[src/rtl/abc_pkg.sv]
// Shared definitions for the A/B/C stimulus generator and the sequence detectors it drives.
// This package holds the FSM state codes, the symbol codes and the symbol-to-line decode.
package abc_pkg;

    typedef enum logic [1:0] {
        IDLE  = 2'd0,
        DRIVE = 2'd1,
        DONE  = 2'd2
    } state_t;

    typedef enum logic [1:0] {
        SYM_NONE = 2'b00,
        SYM_A    = 2'b01,
        SYM_B    = 2'b10,
        SYM_C    = 2'b11
    } sym_t;

    // Returns {A,B,C}; at most one line is ever high.
    function automatic logic [2:0] sym_to_abc(input logic [1:0] code);
        logic [2:0] abc;
        abc = 3'b000;
        case (code)
            SYM_A:   abc = 3'b100;
            SYM_B:   abc = 3'b010;
            SYM_C:   abc = 3'b001;
            default: abc = 3'b000;
        endcase
        return abc;
    endfunction

endpackage

[src/rtl/abc_hold_timer.sv]
// Loadable down-counter. zero flags a count of zero. When load and en are both high, load wins.
// It is used for per-symbol hold timing here and for detector timeouts elsewhere.
module abc_hold_timer #(
    parameter int HOLD_W = 4
) (
    input  logic              clk,
    input  logic              rst,
    input  logic              load,
    input  logic [HOLD_W-1:0] load_val,
    input  logic              en,
    output logic              zero
);

    logic [HOLD_W-1:0] count;

    always_ff @(posedge clk) begin
        if (!rst) begin
            count <= '0;
        end else if (load) begin
            count <= load_val;
        end else if (en) begin
            count <= count - HOLD_W'(1);
        end
    end

    assign zero = (count == '0);

endmodule

[src/rtl/abc_seq_gen.sv]
// Programmable A/B/C stimulus transmitter. It captures a packed symbol sequence on start.
// It drives each symbol for a programmable hold time, then pulses done (or aborted if cancelled).
module abc_seq_gen
    import abc_pkg::*;
#(
    parameter int MAX_SYM = 8,
    parameter int HOLD_W  = 4
) (
    input  logic                       clk,
    input  logic                       rst,
    input  logic                       start,
    input  logic                       abort,
    input  logic [$clog2(MAX_SYM):0]   seq_len,
    input  logic [2*MAX_SYM-1:0]       seq_data,
    input  logic [HOLD_W-1:0]          hold,
    output logic                       A,
    output logic                       B,
    output logic                       C,
    output logic                       busy,
    output logic                       done,
    output logic                       aborted,
    output logic [$clog2(MAX_SYM)-1:0] sym_idx,
    output logic [1:0]                 state
);

    localparam int IDX_W = $clog2(MAX_SYM);
    localparam int LEN_W = IDX_W + 1;

    state_t               state_q;
    logic [2:0]           abc_q;
    logic [2*MAX_SYM-1:0] shift_q;
    logic [LEN_W-1:0]     len_q;
    logic [HOLD_W-1:0]    hold_q;
    logic [IDX_W-1:0]     idx_q;
    logic                 busy_q;
    logic                 done_q;
    logic                 aborted_q;

    logic [LEN_W-1:0]  len_eff;
    logic [HOLD_W-1:0] hold_m1;
    logic              last_sym;
    logic              timer_load;
    logic [HOLD_W-1:0] timer_load_val;
    logic              timer_en;
    logic              timer_zero;

    // A hold of 0 behaves like 1; the timer counts hold_eff-1 down to 0.
    assign len_eff  = (seq_len > LEN_W'(MAX_SYM)) ? LEN_W'(MAX_SYM) : seq_len;
    assign hold_m1  = (hold == '0) ? '0 : hold - HOLD_W'(1);
    assign last_sym = ({1'b0, idx_q} == len_q - LEN_W'(1));

    assign timer_load = ((state_q == IDLE) && start && (len_eff != '0)) ||
                        ((state_q == DRIVE) && !abort && timer_zero && !last_sym);
    assign timer_load_val = (state_q == IDLE) ? hold_m1 : hold_q;
    assign timer_en       = (state_q == DRIVE) && !timer_zero;

    abc_hold_timer #(.HOLD_W(HOLD_W)) u_hold_timer (
        .clk      (clk),
        .rst      (rst),
        .load     (timer_load),
        .load_val (timer_load_val),
        .en       (timer_en),
        .zero     (timer_zero)
    );

    always_ff @(posedge clk) begin
        if (!rst) begin
            state_q   <= IDLE;
            abc_q     <= 3'b000;
            shift_q   <= '0;
            len_q     <= '0;
            hold_q    <= '0;
            idx_q     <= '0;
            busy_q    <= 1'b0;
            done_q    <= 1'b0;
            aborted_q <= 1'b0;
        end else begin
            // NOTE: pulses default low here, so any branch that sets them yields exactly one cycle.
            done_q    <= 1'b0;
            aborted_q <= 1'b0;
            case (state_q)
                IDLE: begin
                    if (start) begin
                        shift_q <= seq_data;
                        len_q   <= len_eff;
                        hold_q  <= hold_m1;
                        idx_q   <= '0;
                        if (len_eff == '0) begin
                            state_q <= DONE;
                            done_q  <= 1'b1;
                        end else begin
                            state_q <= DRIVE;
                            busy_q  <= 1'b1;
                            abc_q   <= sym_to_abc(seq_data[1:0]);
                        end
                    end
                end
                DRIVE: begin
                    if (abort) begin
                        state_q   <= IDLE;
                        busy_q    <= 1'b0;
                        abc_q     <= 3'b000;
                        aborted_q <= 1'b1;
                    end else if (timer_zero) begin
                        if (last_sym) begin
                            state_q <= DONE;
                            busy_q  <= 1'b0;
                            abc_q   <= 3'b000;
                            done_q  <= 1'b1;
                        end else begin
                            idx_q   <= idx_q + IDX_W'(1);
                            shift_q <= shift_q >> 2;
                            abc_q   <= sym_to_abc(shift_q[3:2]);
                        end
                    end
                end
                DONE:    state_q <= IDLE;
                default: state_q <= IDLE;
            endcase
        end
    end

    assign {A, B, C} = abc_q;
    assign busy      = busy_q;
    assign done      = done_q;
    assign aborted   = aborted_q;
    assign sym_idx   = idx_q;
    assign state     = state_q;

endmodule

[config.mk]
export PLATFORM = sky130hd
export DESIGN_NAME = abc_seq_gen
export DESIGN_NICKNAME = d
export VERILOG_FILES = /design/src/rtl/abc_pkg.sv /design/src/rtl/abc_hold_timer.sv /design/src/rtl/abc_seq_gen.sv
export SDC_FILE = /design/constraint.sdc
export NUM_CORES = 1
export LEC_CHECK = 0
export BUFFER_PORTS_ARGS = -buffer_cell sky130_fd_sc_hd__buf_2
export CORE_MARGIN = 2
export CORE_UTILIZATION = 35
export CTS_CLUSTER_DIAMETER = 30
export CTS_CLUSTER_SIZE = 20
export DETAILED_ROUTE_END_ITERATION = 7
export PLACE_DENSITY = 0.64
export SYNTH_ARGS = -nofsm -noshare
export SYNTH_HDL_FRONTEND = slang
export SYNTH_SLANG_ARGS = --single-unit
[constraint.sdc]
create_clock -name clk -period 4.72 [get_ports clk]
set_input_delay 0.708 -clock clk [delete_from_list [all_inputs] [get_ports clk]]
set_output_delay 0.708 -clock clk [all_outputs]
set_load 0.02 [all_outputs]
Word level (Yosys, flattened, before mapping)
Cells that the tools add are included. W data, S select, Z words.

Input bits: 28. Register bits after elaboration: 39. Logic and storage cells: 95.

Multiplexer cells: 42. Eq/ne operators: 15. $lt $le $gt $ge: 1. $add $sub $neg: 4. Reductions and logical operators: 23.

Operators by type and width (count): $mux W16 (4); $pmux W16 S2 (1); $mux W3 (9); $mux W4 (5); $pmux W3 S3 (2); $logic_not A4 Y1 (3); $pmux W3 S2 (2); $sub A4 B1 Y4 const B (3); $mux W1 (11); $mux W2 (5); $ne A2 B2 Y1 const B (5); $reduce_and A5 Y1 (2); $eq A2 B2 Y1 const B (4); $eq A2 B1 Y1 const B (3); $logic_and A1 B1 Y1 (6); $ne A3 B3 Y1 const B (2); $eq A3 B4 Y1 (1); $gt A4 B4 Y1 const B (1); $pmux W1 S2 (2); $pmux W2 S2 (1); $reduce_and A2 Y1 (2); $reduce_and A4 Y1 (1); $reduce_bool A2 Y1 (2); $reduce_bool A4 Y1 (1); 5 further kinds (7).

Longest topological paths before layout
Gate-level depths: netlist of run 1.

Depth in word-level cells: 6. Depth in mapped cells: 9. Depth with buffers taken out: 7.

Modules after synthesis
From an unflattened synthesis of run 1, not the netlist that was laid out.

Cells, all modules: 228. Area, all modules: 2006.9 sq um.

Modules (own cells, without submodules): abc_seq_gen (times used 1, cells an instance 203, area each 1784.2 sq um, sequential area each 660.6 sq um); abc_hold_timer (times used 1, cells an instance 25, area each 222.7 sq um, sequential area each 80.1 sq um).

Least setup slack after synthesis of run 1
Ideal clock, no wire load.

Path kind: reg-to-reg. Start: reg len_q[0]. End: reg shift_q[10]. Data arrival time: 2122 ps. Data required time: 4632 ps. Stages on the path, launching flop included: 10. Slack: 2510 ps. Path through: dfxtp_1 inv_1 ha_1 xnor2_1 or3_4 a211o_1 and2_4 buf_6 buf_6 a311oi_2.

Cells in the longest elaborated chain, start to end: 4.

RTL lines: start: declaration (line abc_seq_gen.sv:32) `logic [LEN_W-1:0] len_q;`; start signal: assignment (line abc_seq_gen.sv:85) `len_q <= len_eff;`; $sub A4 B1 Y4 (line abc_seq_gen.sv:50) `assign last_sym = ({1'b0, idx_q} == len_q - LEN_W'(1));`; $eq A3 B4 Y1 (line abc_seq_gen.sv:50); $ne A2 B2 Y1 (no line); $reduce_and A5 Y1 (no line); end signal: assignment (line abc_seq_gen.sv:84) `shift_q <= seq_data;`; end signal: assignment (line abc_seq_gen.sv:112) `shift_q <= shift_q >> 2;`; end: declaration (line abc_seq_gen.sv:31) `logic [2*MAX_SYM-1:0] shift_q;`.

Every way passes these cells. A chain may end at the register's enable or synchronous reset.

Final worst setup path of run 1
Start: reg state_q[1] (netlist: state[1]). End: reg shift_q[13].

Cells in the longest elaborated chain, start to end: 3. Elaborated cells between the ends (all ways): 9. Those cells by class: eq/ne: 5; mux: 1; reduce/logical: 3.

RTL lines: start: declaration (line abc_seq_gen.sv:29) `state_t state_q;`; start signal: assignment (line abc_seq_gen.sv:68) `state_q <= IDLE;`; start signal: assignment (line abc_seq_gen.sv:89) `state_q <= DONE;`; start signal: assignment (line abc_seq_gen.sv:92) `state_q <= DRIVE;`; $eq A2 B1 Y1 / $logic_not A2 Y1 (equally long branches) (line abc_seq_gen.sv:81) `case (state_q)`; $ne A2 B2 Y1 (no line) / $reduce_bool A2 Y1 (equally long branches); $reduce_and A5 Y1 (no line).

Parallel ways exist; a longest one is shown, timed or not.

==> flow_metrics.env, run 1 <==
export IMPL_outcome="finished, final reports clean"
export IMPL_cts_root_buf="clkbuf_8"
export IMPL_yosys_area_top_type_share_pct=37.4
export IMPL_crit_start="state[1]"
export IMPL_synth_nets=275
export IMPL_yosys_area_top_type="dfxtp_1"
export IMPL_power_frac_seq_pct=44.0
export IMPL_area_growth_pct=16.2
export IMPL_power_density_nw_per_um2=364
export IMPL_grt_setup_unrepaired="false"
export IMPL_synth_edf_count=0
export IMPL_required_ps=4870
export IMPL_path_clk_slew_ps=80
export IMPL_die_area_um2=6270
export IMPL_r2r_end="shift_q[13]"
export IMPL_yosysMostFrequentCell="nand2_1"
export IMPL_timing_hold_ws_ps=464
export IMPL_routedWlPerCell_um=13.6
export IMPL_post_cts_resized=0
export IMPL_numCtsBuffers=5
export IMPL_hpwl_mm=3.38
export IMPL_num_io_pins=39
export IMPL_grt_pass1_wl_mm=7.97
export IMPL_grt_max_degree=26
export IMPL_switching_share_pct=30.8
export IMPL_whs_path_depth=2
export IMPL_place_gp_congestion=0.876
export IMPL_p_int_w=0.000579
export IMPL_diodes=0
export IMPL_final_cells=347
export IMPL_ys_types=52
export IMPL_comb_power_share_pct=22.4
export IMPL_grt_usage_pct=16.0
export IMPL_worstMarginPinSlew_ps=946
export IMPL_grt_ovfl_total=0
export IMPL_synth_yosys_warnings=0
export IMPL_cp_max_fo=18
export IMPL_ys_async_sr_fraction_pct=0
export IMPL_endpoint_kind="register"
export IMPL_routed_wl_mm=4.71
export IMPL_min_path_type="register to register"
export IMPL_die_h_um=79.2
export IMPL_cts_max_level=2
export IMPL_holdBufCountCts=0
export IMPL_timing_rr_start="state[1]"
export IMPL_initial_core_util_pct=36.2
export IMPL_cp_cell_sequence="nand2b_1 > nor2_1 > nor2b_1 > and2_4 > a311oi_2"
export IMPL_cp_arrival_ps=3050
export IMPL_fin_skew_ps=10.4
export IMPL_synth_area_top_cells="dfxtp_1 37%, nand2_1 7.6%, a21oi_1 5.8%"
export IMPL_cts_tree="yes"
export IMPL_rr_worst_depth=5
export IMPL_io_buffers=38
export IMPL_vias=1854
export IMPL_grt_pass1_vias=1685
export IMPL_setup_violations_final=0
export IMPL_r2r_setup_slack_ps=1810
export IMPL_postRouteAntennaNets=0
export IMPL_netlist_instances=244
export IMPL_first_iter_violations=96
export IMPL_path_class="register to register"
export IMPL_dr_pass1_iters=4
export IMPL_die_x_um=79.2
export IMPL_ys_ff_latch=37
export IMPL_cts_buffer_depth=2
export IMPL_worst_setup_path_start_kind="register"
export IMPL_critical_path_top_delay_family="simple AND/OR/NAND/NOR gates"
export IMPL_leakage_nw=0.905
export IMPL_cts_setup_buffers=0
export IMPL_num_rows=27
export IMPL_antenna_found_initial=0
export IMPL_cap_violations=0
export IMPL_dpl_cell_count=339
export IMPL_relSlewSlack_pct=36.8
export IMPL_crit_end="shift_q[13]"
export IMPL_clk_latency_ps=290
export IMPL_max_vdd_ir_drop_mv=0.174
export IMPL_fill_cells=588
export IMPL_critical_path_cell_count=5
export IMPL_drive_above_1_share_pct=20.4
export IMPL_fmax_mhz=344
export IMPL_setup_tns_final_ps=0
export IMPL_fin_nets=305
export IMPL_avgViaCountPerCell=5.34
export IMPL_final_max_slew_viol_count=0
export IMPL_synth_common_cells="40 x nand2_1, 37 x dfxtp_1, 23 x a21oi_1, 21 x nor2_1, 12 x o21ai_0"
export IMPL_hold_viol_final=0
export IMPL_synth_ff_type="dfxtp_1"
export IMPL_core_area_um2=5470
export IMPL_power_frac_clock_pct=33.6
export IMPL_cp_num_buf_inv=0
export IMPL_power_switching_w=0.000258
export IMPL_avgSynthCellArea_um2=8.11
export IMPL_min_period_over_period_pct=61.6
export IMPL_syn_cell_area_um2=1980
export IMPL_finalPower_w=0.000837
export IMPL_slowest_delay_ps=790
export IMPL_slowest_stage="nor2b_1"
export IMPL_drc=0
export IMPL_yosysSeqAreaShare_pct=37.4
export IMPL_cts_sinks=37
export IMPL_fin_crit_ps=2910
placed cells by master, fill, tap and decap left out, types with 2 or more instances in the layout:
master	instances
o41ai_1	3
a21oi_1	23
or3b_1	2
nor4b_1	2
xor2_1	2
nor3_1	7
mux2i_1	2
a211o_1	2
and4b_1	2
buf_2	38
ha_1	3
nor2_1	21
a31oi_1	2
dfxtp_1	37
inv_1	7
o31a_1	2
nand4_1	2
nand3_1	5
a211oi_1	4
o21ai_0	12
xnor2_1	4
a311oi_1	6
or3_1	2
nor2b_1	2
a311oi_2	5
nor3b_1	5
clkbuf_8	5
nand4b_1	2
nand2_1	40
or2_2	2
metal layers:
layer / vias to the layer above / track usage, % / share of wire, %
met3: 4 / 4.20 / 4.2
met1: 855 / 21.4 / 49
li1: 952 / - / -
met5: - / 0 / 0
met4: 0 / 5.69 / 1.1
met2: 43 / 24.8 / 46
stage by stage:
| step | util, % | setup slack [ps] | area (um^2) |
|---|---|---|---|
| floorplan | - | 2510 | 1980 |
| global placement | 39.9 | 1910 | 2190 |
| detailed placement | 39.9 | 1760 | 2190 |
| CTS | 42.0 | 1790 | 2300 |
| global route | 42.0 | 1430 | 2300 |
| finish | 42.0 | 1810 | 2300 |
worst register-to-register path, cell delays in order, from the launching register on:
cell	delay, ps
dfxtp_1	560
nand2b_1	620
nor2_1	260
nor2b_1	790
and2_4	410
a311oi_2	130
cell families after synthesis:
| logic type | count (synthesis) | share of synthesized area [%] |
|---|---|---|
| and+or+nand+nor | 102 | 25.9 |
| AOI/OAI and AO/OA | 71 | 25.5 |
| DFF | 37 | 37.4 |
| buffers and inverters | 22 | 5.06 |
| xor gates and xnor gates | 6 | 2.65 |
| muxes | 3 | 1.58 |
| adders and majority gates | 3 | 1.90 |
how the worst min path moves through the flow:
stage                 to  startpoint  slack [ps]
6_report       hold_q[3]   hold_q[3]         460
3_3_place_gp   hold_q[3]   hold_q[3]         440
2_1_floorplan  hold_q[3]   hold_q[3]         440
3_5_place_dp   hold_q[3]   hold_q[3]         450
5_1_grt        hold_q[3]   hold_q[3]         480
4_1_cts        hold_q[3]   hold_q[3]         460
sequential cells by signal (all words and copies together), names as in the netlist:
register,cells
aborted,1
done,1
len_q,4
state,2
hold_q,4
sym_idx,3
u_hold_timer.count,4
busy,1
shift_q,14
abc_q,3
final cells by class:
| type | count | area [um^2] | share of cell area [%] |
|---|---|---|---|
| clock buffers | 5 | 68.8 | 2.99 |
| clock inverters | 3 | 46.3 | 2.01 |
| inverters | 7 | 26.3 | 1.14 |
| multi-input cells | 185 | 1140 | 49.5 |
| flip-flops and latches | 37 | 741 | 32.2 |
| well taps | 72 | 90.1 | 3.92 |
| repair buffers | 38 | 190 | 8.27 |
power by group through the flow:
stage / Combinational, W / Clock [W] / Sequential [W]
2_1_floorplan: 0.000141 / 0 / 0.000376
5_1_grt: 0.000211 / 0.000302 / 0.000373
3_5_place_dp: 0.000188 / 0 / 0.000376
4_1_cts: 0.000189 / 0.000286 / 0.000369
3_3_place_gp: 0.000185 / 0 / 0.000375
6_report: 0.000187 / 0.000282 / 0.000368
No activity file was read; power rests on OpenSTA's default activity.
==> run 2: changes to the inputs <==
- PLACE_DENSITY: 0.64 -> 0.66
- clock period: 4.72 -> 2.6 ns (I/O delays scaled with it)
==> flow_metrics.env, run 2 (synthesis gave the netlist of run 1 again) <==
export IMPL_outcome="finished, final reports clean"
export IMPL_postRouteAntennaNets=0
export IMPL_io_buffers=38
export IMPL_fmax_mhz=414
export IMPL_holdBufCountCts=0
export IMPL_setup_tns_final_ps=0
export IMPL_place_gp_congestion=0.851
export IMPL_grt_usage_pct=15.8
export IMPL_regArea_um2=741
export IMPL_drive_above_1_share_pct=22.3
export IMPL_required_ps=2800
export IMPL_cp_cell_sequence="inv_1 > ha_1 > xnor2_1 > or3_4 > a211o_1 > and2_4 > a311oi_1"
export IMPL_final_cell_mix="40 x nand2_1, 38 x buf_2, 37 x dfxtp_1"
export IMPL_fin_skew_ps=3.37
export IMPL_slowest_delay_ps=450
export IMPL_routed_wl_mm=4.66
export IMPL_layout_commonest_cell="nand2_1"
export IMPL_grt_pass1_wl_mm=7.98
export IMPL_cts_tree="yes"
export IMPL_cap_violations=0
export IMPL_die_h_um=79.2
export IMPL_grt_ovfl_total=0
export IMPL_cp_max_fo=16
export IMPL_path_class="register to register"
export IMPL_avgViaCountPerCell=5.26
export IMPL_relSlewSlack_pct=50.3
export IMPL_routedWlPerCell_um=13.1
export IMPL_first_iter_violations=187
export IMPL_cts_buffer_depth=2
export IMPL_multi_input_area_um2=1140
export IMPL_fill_cells=588
export IMPL_die_area_um2=6270
export IMPL_slowest_stage="a211o_1"
export IMPL_vias=1867
export IMPL_fin_crit_ps=2420
export IMPL_num_rows=27
export IMPL_largest_reg_flops=14
export IMPL_leakage_nw=0.948
export IMPL_grt_setup_unrepaired="false"
export IMPL_core_area_um2=5470
export IMPL_grt_max_degree=21
export IMPL_worstMarginPinSlew_ps=744
export IMPL_worst_setup_path_start_kind="register"
export IMPL_final_max_slew_viol_count=0
export IMPL_hpwl_mm=3.36
export IMPL_cts_sinks=37
export IMPL_cts_setup_buffers=0
export IMPL_final_cells=355
export IMPL_numCtsBuffers=5
export IMPL_area_growth_pct=19.3
export IMPL_antenna_found_initial=0
export IMPL_power_density_nw_per_um2=655
export IMPL_dr_pass1_iters=4
export IMPL_clk_latency_ps=290
export IMPL_cts_root_buf="clkbuf_8"
export IMPL_setup_violations_final=0
export IMPL_path_clk_slew_ps=70
export IMPL_initial_core_util_pct=36.2
export IMPL_diodes=0
export IMPL_hold_viol_final=0
export IMPL_cp_arrival_ps=2620
export IMPL_max_vdd_ir_drop_mv=0.242
export IMPL_dpl_cell_count=347
export IMPL_fin_nets=313
export IMPL_largest_register="shift_q"
export IMPL_grt_pass1_vias=1654
export IMPL_cts_max_level=2
export IMPL_endpoint_kind="register"
export IMPL_r2r_setup_slack_ps=180
export IMPL_drc=0
export IMPL_die_x_um=79.2
export IMPL_min_path_type="primary input to register"
export IMPL_timing_hold_ws_ps=326
export IMPL_post_cts_resized=0
export IMPL_min_period_over_period_pct=92.9
export IMPL_num_io_pins=39
run 2: power by group:
part | internal (W) | total (W) | switching (W)
sequential | 0.000626 | 0.000669 | 0.0000427
combinational | 0.000157 | 0.000363 | 0.000206
clock | 0.000313 | 0.000514 | 0.000202
run 2: worst max-delay path: cells and delay by family, from the launching register on:
family / cells / cell delay, ps
compound gates: 2 / 680
flops: 1 / 430
fa+ha+maj: 1 / 300
simple gates: 2 / 690
xor+xnor: 1 / 140
buf+inv: 1 / 80
run 2: path summary, 6_finish.rpt:
path / from / end / cells after the start
max: len_q[0] / shift_q[4] / 7
min: seq_data[14] / shift_q[14] / 3
max reg2reg: len_q[0] / shift_q[4] / 7
min reg2reg: hold_q[3] / hold_q[3] / 2
run 2: final cells by class:
class	instances	area share (%)
multi-input cells	185	48.2
clock inverters	1	1.27
flip-flops and latches	37	31.4
well taps	72	3.81
inverters	7	1.11
clock buffers	7	3.65
repair buffers	46	10.6
run 2: through the flow:
step	setup WS [ps]	util (%)	total power, W	cell area (um^2)
after floorplan	390	-	0.000940	1980
after global placement	297	41.0	0.00104	2250
after detailed placement	224	41.0	0.00104	2250
after CTS	207	43.2	0.00156	2360
after global routing	40.3	43.2	0.00164	2360
final	184	43.2	0.00155	2360
run 2: per-layer routing:
layer	part of all wire (%)	track usage (%)	vias up	routed length, um
met5	0	0	-	0
met4	1.4	5.52	0	64
met3	4.9	2.73	6	227
met2	47	25.3	49	2200
met1	47	21.6	846	2180
li1	-	-	966	-
==> run 3: changes to the inputs <==
- SETUP_SLACK_MARGIN: not set -> 0.2
==> flow_metrics.env, run 3 (synthesis gave the netlist of run 1 again) <==
export IMPL_setup_violations_final=0
export IMPL_io_buffers=38
export IMPL_leakage_nw=0.950
export IMPL_worstMarginPinSlew_ps=746
export IMPL_grt_setup_unrepaired="false"
export IMPL_setup_tns_final_ps=0
export IMPL_relSlewSlack_pct=50.2
export IMPL_die_x_um=79.2
export IMPL_fin_skew_ps=2.09
export IMPL_first_iter_violations=162
export IMPL_final_cell_mix="40 x nand2_1, 38 x buf_2, 36 x dfxtp_1"
export IMPL_min_path_type="primary input to register"
export IMPL_layout_commonest_cell="nand2_1"
export IMPL_die_area_um2=6270
export IMPL_fin_crit_ps=2250
export IMPL_power_density_nw_per_um2=652
export IMPL_whs_path_depth=3
export IMPL_dr_pass1_iters=4
export IMPL_grt_usage_pct=15.8
export IMPL_fin_ws_ps=348
export IMPL_grtUsageMet1_pct=21.6
export IMPL_dp_slack_ps=224
export IMPL_max_vdd_ir_drop_mv=0.240
export IMPL_die_h_um=79.2
export IMPL_cts_buffer_depth=2
export IMPL_endpoint_kind="register"
export IMPL_clk_latency_ps=290
export IMPL_diodes=0
export IMPL_num_io_pins=39
export IMPL_hold_end="shift_q[14]"
export IMPL_hold_viol_final=0
export IMPL_routed_wl_mm=4.71
export IMPL_routedWlPerCell_um=13.3
export IMPL_cts_sinks=37
export IMPL_drc=0
export IMPL_cts_tree="yes"
export IMPL_initial_core_util_pct=36.2
export IMPL_fill_cells=588
export IMPL_antenna_found_initial=0
export IMPL_fin_nets=313
export IMPL_grt_max_degree=21
export IMPL_required_ps=2800
export IMPL_fmax_mhz=444
export IMPL_grt_pass1_wl_mm=7.98
export IMPL_grt_pass1_vias=1654
export IMPL_numCtsBuffers=5
export IMPL_final_max_slew_viol_count=0
export IMPL_largest_reg_flops=14
export IMPL_hpwl_mm=3.36
export IMPL_min_period_over_period_pct=86.6
export IMPL_r2r_setup_slack_ps=350
export IMPL_area_growth_pct=19.8
export IMPL_cap_violations=0
export IMPL_cp_max_fo=16
export IMPL_cts_max_level=2
export IMPL_outcome="finished, final reports clean"
export IMPL_finalPower_w=0.00155
export IMPL_rr_worst_depth=7
export IMPL_timing_rr_start="len_q[0]"
export IMPL_largest_register="shift_q"
export IMPL_use_met3_pct=2.73
export IMPL_grtUsageMet2_pct=25.3
export IMPL_cts_root_buf="clkbuf_8"
export IMPL_worst_setup_path_start_kind="register"
export IMPL_place_gp_congestion=0.851
export IMPL_num_rows=27
export IMPL_vias=1865
export IMPL_busiest_layer="met2"
export IMPL_path_clk_slew_ps=70
export IMPL_core_area_um2=5470
export IMPL_grt_ovfl_total=0
export IMPL_avgViaCountPerCell=5.25
export IMPL_path_class="register to register"
export IMPL_cp_arrival_ps=2450
export IMPL_postRouteAntennaNets=0
export IMPL_min_from="seq_data[14]"
export IMPL_drive_above_1_share_pct=23.0
export IMPL_r2r_end="shift_q[4]"
[run 3: metal layers]
metal / up-vias / routed length [um]
met5: - / 0
met2: 36 / 2210
met1: 856 / 2270
met4: 0 / 50
li1: 967 / -
met3: 6 / 181
[run 3: cell type report]
cell class / count / area (um^2) / share of cell area, %
multi-input cells: 185 / 1150 / 48.4
flip-flops and latches: 37 / 742 / 31.3
repair buffers: 46 / 250 / 10.5
well taps: 72 / 90.1 / 3.80
clock buffers: 7 / 86.3 / 3.64
clock inverters: 1 / 30.0 / 1.27
inverters: 7 / 26.3 / 1.11
[run 3: worst max-delay path, cell delays in order (launching register included)]
cell      delay [ps]
dfxtp_2          380
inv_1             60
ha_1             300
xnor2_1          150
or3_4            420
a211o_4          390
and2_4           230
a311oi_1         230
[run 3: through the flow]
stage	cell area [um^2]	hold WS, ps	util, %	instances
5_1_grt	2370	359	43.3	355
2_1_floorplan	1980	436	-	244
4_1_cts	2360	323	43.2	355
3_3_place_gp	2250	444	41.0	347
6_report	2370	331	43.3	355
3_5_place_dp	2250	449	41.0	347
[run 3: worst max path at each step]
stage / start / end / depth (start not counted)
5_1_grt: u_hold_timer.count[0] / u_hold_timer.count[3] / 7
3_3_place_gp: len_q[0] / shift_q[7] / 7
3_5_place_dp: len_q[0] / shift_q[4] / 7
2_1_floorplan: len_q[0] / shift_q[10] / 9
6_report: len_q[0] / shift_q[4] / 7
4_1_cts: len_q[0] / shift_q[4] / 7
[run 3: what timing repair did]
| item | 4_1_cts | 5_1_grt |
|---|---|---|
| gates resized for setup | 0 | 3 |
| setup buffers | 0 | 0 |
| hold endpoints to repair | 0 | 0 |
| hold buffers | 0 | 0 |
| endpoints found under the setup margin | 0 | 16 |
[run 3: where the power goes]
group	internal, W	switching (W)	total, W
clock network	0.000313	0.000199	0.000512
registers	0.000626	0.0000431	0.000670
logic	0.000157	0.000207	0.000365
total	0.00110	0.000450	0.00155
